`src/rtl/shiftreg_ctrl.sv`:
```
`default_nettype none
// ---------------------------------------------------------------------------
// shiftreg_ctrl : parallel-in/serial-out transmitter with simultaneous
//                 serial-in/parallel-out receiver and valid/ready handshakes.
// Revision      : 1.0  initial release
// ---------------------------------------------------------------------------
module shiftreg_ctrl #(
  parameter int ADDR_WIDTH = 4,
  parameter int MSB_FIRST  = 1
) (
  input  logic                  clk,
  input  logic                  rst_n,
  input  logic                  in_valid,
  output logic                  in_ready,
  input  logic [ADDR_WIDTH-1:0] in_data,
  input  logic                  abort,
  output logic                  ser_out,
  output logic                  ser_en,
  input  logic                  ser_in,
  output logic                  out_valid,
  input  logic                  out_ready,
  output logic [ADDR_WIDTH-1:0] out_data,
  output logic                  busy
);

  localparam int              CW     = $clog2(ADDR_WIDTH);
  localparam logic [CW-1:0]   c_LAST = CW'(ADDR_WIDTH - 1);
  localparam logic [CW-1:0]   c_ONE  = CW'(1);

  typedef enum logic [1:0] {
    S_IDLE  = 2'd0,
    S_SHIFT = 2'd1,
    S_DONE  = 2'd2
  } state_t;

  state_t                  r_state;
  state_t                  w_next;
  logic [ADDR_WIDTH-1:0]   r_tx;
  logic [ADDR_WIDTH-2:0]   r_rx;
  logic [ADDR_WIDTH-1:0]   r_out;
  logic [CW-1:0]           r_cnt;

  logic [ADDR_WIDTH-1:0]   w_tx_shift;
  logic [ADDR_WIDTH-1:0]   w_rx_shift;
  logic [ADDR_WIDTH-2:0]   w_rx_keep;
  logic                    w_tx_bit;
  logic                    w_load;
  logic                    w_shift;
  logic                    w_capture;

  // rx holds only the bits received so far; the final bit lands straight in out_data
  generate
    if (MSB_FIRST != 0) begin : g_msb
      assign w_tx_bit   = r_tx[ADDR_WIDTH-1];
      assign w_tx_shift = {r_tx[ADDR_WIDTH-2:0], 1'b0};
      assign w_rx_shift = {r_rx, ser_in};
      assign w_rx_keep  = w_rx_shift[ADDR_WIDTH-2:0];
    end else begin : g_lsb
      assign w_tx_bit   = r_tx[0];
      assign w_tx_shift = {1'b0, r_tx[ADDR_WIDTH-1:1]};
      assign w_rx_shift = {ser_in, r_rx};
      assign w_rx_keep  = w_rx_shift[ADDR_WIDTH-1:1];
    end
  endgenerate

  always_ff @(posedge clk or negedge rst_n) begin
    if (!rst_n) begin
      r_state <= S_IDLE;
    end else begin
      r_state <= w_next;
    end
  end

  always_comb begin
    w_next    = r_state;
    w_load    = 1'b0;
    w_shift   = 1'b0;
    w_capture = 1'b0;
    in_ready  = 1'b0;
    ser_en    = 1'b0;
    ser_out   = 1'b0;
    out_valid = 1'b0;
    busy      = 1'b0;
    case (r_state)
      S_IDLE: begin
        in_ready = 1'b1;
        if (in_valid) begin
          w_load = 1'b1;
          w_next = S_SHIFT;
        end
      end
      S_SHIFT: begin
        busy    = 1'b1;
        ser_en  = 1'b1;
        ser_out = w_tx_bit;
        // abort wins over the final-bit transition
        if (abort) begin
          w_next = S_IDLE;
        end else begin
          w_shift = 1'b1;
          if (r_cnt == c_LAST) begin
            w_capture = 1'b1;
            w_next    = S_DONE;
          end
        end
      end
      S_DONE: begin
        busy      = 1'b1;
        out_valid = 1'b1;
        in_ready  = out_ready;
        if (out_ready) begin
          if (in_valid) begin
            w_load = 1'b1;
            w_next = S_SHIFT;
          end else begin
            w_next = S_IDLE;
          end
        end
      end
      default: w_next = S_IDLE;
    endcase
  end

  always_ff @(posedge clk or negedge rst_n) begin
    if (!rst_n) begin
      r_tx  <= '0;
      r_rx  <= '0;
      r_cnt <= '0;
      r_out <= '0;
    end else begin
      if (w_load) begin
        r_tx  <= in_data;
        r_rx  <= '0;
        r_cnt <= '0;
      end else if (w_shift) begin
        r_tx  <= w_tx_shift;
        r_rx  <= w_rx_keep;
        r_cnt <= r_cnt + c_ONE;
      end
      if (w_capture) begin
        r_out <= w_rx_shift;
      end
    end
  end

  assign out_data = r_out;

endmodule
`default_nettype wire

```
`config.mk`:
```
export PLATFORM = sky130hd
export DESIGN_NAME = shiftreg_ctrl
export DESIGN_NICKNAME = d
export VERILOG_FILES = /design/src/rtl/shiftreg_ctrl.sv
export SDC_FILE = /design/constraint.sdc
export NUM_CORES = 1
export LEC_CHECK = 0
export ABC_CLOCK_PERIOD_IN_PS = 3470
export CORE_MARGIN = 8
export CORE_UTILIZATION = 30
export CTS_CLUSTER_DIAMETER = 50
export DETAILED_ROUTE_END_ITERATION = 12
export PLACE_DENSITY = 0.64
export SKIP_CTS_REPAIR_TIMING = 1
export SYNTH_ARGS = -nofsm -noshare
export SYNTH_HDL_FRONTEND = slang
export SYNTH_SLANG_ARGS = --single-unit
```
`constraint.sdc`:
```
create_clock -name clk -period 3.47 [get_ports clk]
set_input_delay 0.694 -clock clk [delete_from_list [all_inputs] [get_ports clk]]
set_output_delay 0.694 -clock clk [all_outputs]
set_load 0.01 [all_outputs]
```
==> out/metrics.csv, run 1 <==
metric;value;unit
status;complete, no violations;
place.gp.congestion;0.819;
cts_tree;built;
slew-limit-headroom;57.2;%
peakVddDrop;0.000319;V
vias_per_cell;4.62;
drtIter0Drc;9;
start_kind;primary input;
multi_input_area;402;µm²
h-tree-depth;1;
initial_utilization;32.1;%
rows;18;
arrival;1.92;ns
die_height;67.7;µm
seqCellArea;375;µm²
intPower;0.000527;W
dp_hpwl;1180;µm
yosysSeqAreaShare;46.7;%
fin_setup_tns;0;ns
grtUsageTotal;6.78;%
synth-seq-cells;15;
synth-edff-count;0;
drv_cap;0;
ys_top_cells_by_count;15 x dfrtp_1, 8 x mux2_2, 8 x nor2_1, 7 x ha_1;
ys_async_sr_fraction;100;%
finalCritPeriodShare;75.5;%
fillers;245;
pwr_density_cell;761;mW/mm²
rsz0062_at_grt;false;
whs;0.514;ns
antenna_cells;0;
crit_start;out_ready;
whs_path_depth;1;
overflow;0;
p_switching;0.000262;W
root_buffer;clkbuf_4;
firstDrtPassIters;2;
drc;0;
cp_data_required_time;2.78;ns
cts_buffers;3;
worst_slew_pin_slew;0.639;ns
clk_path_buf_depth;2;
syn-cell-area;803;µm²
synthCells;65;
reg2reg_from;r_state[1];
path_class;primary input to output port;
hold_viol_final;0;
ys_types;21;
yosys.area.top_type;dfrtp_1;
fp.dieArea;0.00459;mm²
antenna_found_initial;0;
crit_fanout;4;
portBuffers;18;
min_from;out_data[1];
rrSetupSlack;1.65;ns
worstSkewPairLatency;0.27;ns
grt_pass1_vias;546;
drive_gt1_share;18.6;%
synthTopCellsByArea;dfrtp_1 47%, mux2_2 11%, ha_1 11%, mux2i_1 5.0%, mux2_4 3.7%;
grt_pass1_wl;2390;µm
grt_max_degree;16;
fmax;382;MHz
synth_nets;82;
fin_nets;104;
clkTransAtPathRegs;0.08;ns
setup_violations;0;
fin_skew;0.000667;ns
ys_warn_count;0;
syn2layout_area_growth;29.0;%
drt-total-wl;1480;µm
ys.flop_type;dfrtp_1;
core;0.00250;mm²
holdCritPathClass;flip-flop to flip-flop;
cts_num_sinks;15;
comb_power_share;51.1;%
endpoint_kind;output port;
vias;536;
antenna_left;0;
ff2ff_path_depth;5;
ioPinCount;19;
die_w;67.7;µm
routedWlPerCell;12.8;µm
yosysMostFrequentCell;dfrtp_1;
fin_crit;2.62;ns
drv_slew;0;
seq_power_share;36.9;%
power.leakage;0.474;nW
switching_share;33.2;%
p_clk_share;12.0;%
synth_top_area_share;46.7;%
synth.avg_cell_area;12.4;µm²
==> cells in the final DEF, fill, tap and decap left out, types with 2 or more instances in the layout <==
master / instances
ha_1: 7
mux2_1: 2
mux2_4: 2
clkdlybuf4s50_1: 18
clkbuf_4: 3
inv_1: 4
nor2_1: 8
mux2_2: 8
mux2i_1: 4
nand2_1: 2
a21oi_1: 2
dfrtp_1: 15
==> area by class of cell <==
class	instances	share of cell area, %
inverter	4	1.45
sequential	15	36.2
clock buffer	4	2.54
tap	30	3.62
timing repair buffer	18	17.4
multi-input combinational	45	38.8
==> worst max-delay path: stages <==
cell and delay (ns):
clkdlybuf4s50_1 0.52, a21oi_1 0.08, nor2_1 0.08, clkdlybuf4s50_1 0.54
==> stage by stage <==
| step | total power [W] | worst slack (ns) | instance area (µm²) | cells | utilization (%) |
|---|---|---|---|---|---|
| final | 0.000789 | 0.852 | 1040 | 116 | 41.4 |
| after global routing | 0.000850 | 0.811 | 1040 | 116 | 41.4 |
| after CTS | 0.000806 | 0.858 | 1040 | 116 | 41.4 |
| after detailed placement | 0.000705 | 0.864 | 1010 | 112 | 40.4 |
| after global placement | 0.000692 | 0.881 | 1010 | 112 | 40.4 |
| after floorplan | 0.000559 | 1.75 | 803 | 65 | - |
==> state kept, by name, summed over array words and instances, names as in the netlist <==
register / count
out_data: 4
r_rx: 3
r_state: 2
r_tx: 4
r_cnt: 2
==> path summary, 6_finish.rpt <==
check,endpoint
max in group asynchronous,r_cnt[1]
min reg2reg,out_data[1]
max,in_ready
min in group asynchronous,out_data[0]
max reg2reg,r_tx[2]
min,out_data[1]
==> power groups by stage <==
stage	Clock, W	Combinational, W	Sequential [W]
final	0.0000950	0.000403	0.000291
after global routing	0.000109	0.000441	0.000300
after CTS	0.000103	0.000411	0.000292
after detailed placement	0	0.000410	0.000295
after global placement	0	0.000401	0.000291
after floorplan	0	0.000268	0.000292
==> per-layer routing <==
metal / GRT usage, % / vias up / wire, µm
met5: 0 / - / 0
met4: 3.92 / 0 / 0
met3: 2.32 / 0 / 119
met2: 10.2 / 15 / 635
met1: 8.25 / 254 / 728
li1: - / 267 / -
==> logic make-up (layout without fill, tap and decap cells) <==
kind of cell               after synthesis  in the layout  share of synthesized area, %
and+or+nand+nor                         15             15                          9.66
adders and majority gates                7              7                          10.9
buffers and inverters                    5             26                          3.27
AOI/OAI and AO/OA                        6              6                          5.61
xor gates and xnor gates                 1              1                          1.09
muxes                                   16             16                          22.7
DFF                                     15             15                          46.7
No activity file was read; power rests on OpenSTA's default activity.
==> run 2: changes to the inputs <==
--- a/config.mk
+++ b/config.mk
@@ -5,12 +5,12 @@
 export SDC_FILE = /design/constraint.sdc
 export NUM_CORES = 1
 export LEC_CHECK = 0
-export ABC_CLOCK_PERIOD_IN_PS = 3470
+export ABC_CLOCK_PERIOD_IN_PS = 2200
 export CORE_MARGIN = 8
 export CORE_UTILIZATION = 30
 export CTS_CLUSTER_DIAMETER = 50
 export DETAILED_ROUTE_END_ITERATION = 12
-export PLACE_DENSITY = 0.64
+export PLACE_DENSITY = 0.66
 export SKIP_CTS_REPAIR_TIMING = 1
 export SYNTH_ARGS = -nofsm -noshare
 export SYNTH_HDL_FRONTEND = slang
==> constraint.sdc (replaced) <==
create_clock -name clk -period 2.2 [get_ports clk]
set_input_delay 0.44 -clock clk [delete_from_list [all_inputs] [get_ports clk]]
set_output_delay 0.44 -clock clk [all_outputs]
set_load 0.01 [all_outputs]
==> out/metrics.csv, run 2 (synthesized netlist as in run 1, its figures left out) <==
metric;value;unit;change
stdcell_count;119;;+2.6%
final_util;42.9;%;+1.5 points
clkTransAtPathRegs;0.09;ns;about the same
slew-limit-headroom;55.8;%;-1.4 points
pwr_density_cell;1210;mW/mm²;+59%
seq_power_share;35.2;%;-1.7 points
antenna_cells;0;;unchanged
overflow;0;;unchanged
mostFrequentLayoutCells;17 x clkdlybuf4s50_1, 15 x dfrtp_1, 8 x mux2_2;;
drive_gt1_share;29.2;%;+11 points
firstDrtPassIters;4;;+2
syn2layout_area_growth;33.5;%;
drv_cap;0;;unchanged
worst_slew_pin_slew;0.661;ns;+0.0212 ns
whs;0.517;ns;+0.00338 ns
fp.dieArea;0.00459;mm²;unchanged
routedWlPerCell;13.1;µm;+2.1%
grtUsageTotal;7.41;%;+0.63 points
comb_power_share;52.6;%;+1.5 points
setup_violations;0;;unchanged
peakVddDrop;0.000652;V;+100%
switching_share;33.8;%;+0.57 points
status;complete, no violations;;
layout_commonest_cell;clkdlybuf4s50_1;;
place.gp.congestion;0.798;;-2.5%
drv_slew;0;;unchanged
grt_max_degree;16;;unchanged
root_buffer;clkbuf_4;;
worstSkewPairLatency;0.28;ns;about the same
finish.instance_area;0.00107;mm²;+3.5%
antenna_left;0;;unchanged
hold_viol_final;0;;unchanged
vias_per_cell;4.62;;about the same
p_switching;0.000437;W;+67%
fin_nets;107;;+2.9%
crit_fanout;4;;unchanged
drt-total-wl;1550;µm;+4.7%
fmax;471;MHz;
drc;0;;unchanged
die_height;67.7;µm;unchanged
fin_crit;2.12;ns;
cts_tree;built;;
holdCritPathClass;flip-flop to flip-flop;;
ioPinCount;19;;unchanged
h-tree-depth;1;;unchanged
initial_utilization;32.1;%;unchanged
dpl-instance-area;0.00102;mm²;+1.5%
endpoint_kind;output port;;
arrival;1.68;ns;-0.24 ns
dp_cells;114;;+1.8%
die_w;67.7;µm;unchanged
vias;550;;+2.6%
clk_path_buf_depth;2;;unchanged
drtIter0Drc;16;;+7
antenna_found_initial;0;;unchanged
p_clk_share;12.2;%;+0.2 points
rows;18;;unchanged
cts_buffers;3;;unchanged
intPower;0.000857;W;+63%
rsz0062_at_grt;false;;
crit_start;r_state[0];;
core;0.00250;mm²;unchanged
power.leakage;0.500;nW;+5.5%
portBuffers;18;;unchanged
grt_pass1_wl;2610;µm;+9.3%
cp_data_required_time;1.76;ns;-1.02 ns
dp_hpwl;1140;µm;-3.4%
path_class;flip-flop to output port;;
start_kind;flip-flop;;
cts_num_sinks;15;;unchanged
min_from;out_data[1];;
reg2reg_from;r_state[1];;
grt_pass1_vias;588;;+7.7%
finalCritPeriodShare;96.5;%;
fin_skew;0.00418;ns;+0.00351 ns
[run 2: metal layers]
layer	GRT usage, %	vias to the layer above	routed length, µm
met5	0	-	0
met4	3.92	0	13
met3	3.31	2	150
met2	10.4	22	654
met1	9.26	250	735
li1	-	276	-
[run 2: worst paths after layout]
path                               end  slack [ns]  depth (start not counted)
max                            ser_out        0.08                          4
min                        out_data[1]        0.52                          1
max reg2reg                    r_tx[1]        0.52                          5
min reg2reg                out_data[1]        0.52                          1
max in group asynchronous      r_tx[1]        1.23                          1
min in group asynchronous  out_data[1]        0.55                          1
[run 2: through the flow]
step	setup slack [ns]	TNS [ns]	total power (W)
final	0.0761	0	0.00129
after global routing	0.000607	0	0.00140
after CTS	-0.0353	-0.0353	0.00129
after detailed placement	0.0826	0	0.00112
after global placement	0.112	0	0.00111
after floorplan	0.479	0	0.000882
[run 2: area by class of cell]
type	instances	area [µm²]
repair buffers	21	205
multi-input cells	45	412
well taps	30	37.5
inverters	4	15.0
clock inverters	1	5.00
clock buffers	3	22.5
flip-flops and latches	15	375
fillers	245	1430
[run 2: critical path, stage by stage (launching register included)]
cell and delay [ns]:
dfrtp_1 0.42, buf_4 0.15, ha_1 0.22, and2_1 0.14, clkdlybuf4s50_1 0.47
[run 2: power by group through the flow]
stage | clock [W] | combinational (W) | sequential [W]
after floorplan | 0 | 0.000422 | 0.000460
after global routing | 0.000181 | 0.000749 | 0.000473
after CTS | 0.000165 | 0.000663 | 0.000459
after global placement | 0 | 0.000648 | 0.000460
after detailed placement | 0 | 0.000657 | 0.000463
final | 0.000158 | 0.000680 | 0.000456
==> run 3: changes to the inputs <==
--- a/config.mk
+++ b/config.mk
@@ -15,3 +15,4 @@
 export SYNTH_ARGS = -nofsm -noshare
 export SYNTH_HDL_FRONTEND = slang
 export SYNTH_SLANG_ARGS = --single-unit
+export TNS_END_PERCENT = 50
==> results of run 3 <==
No change in the layout: final DEF, timing and power equal those of run 2.
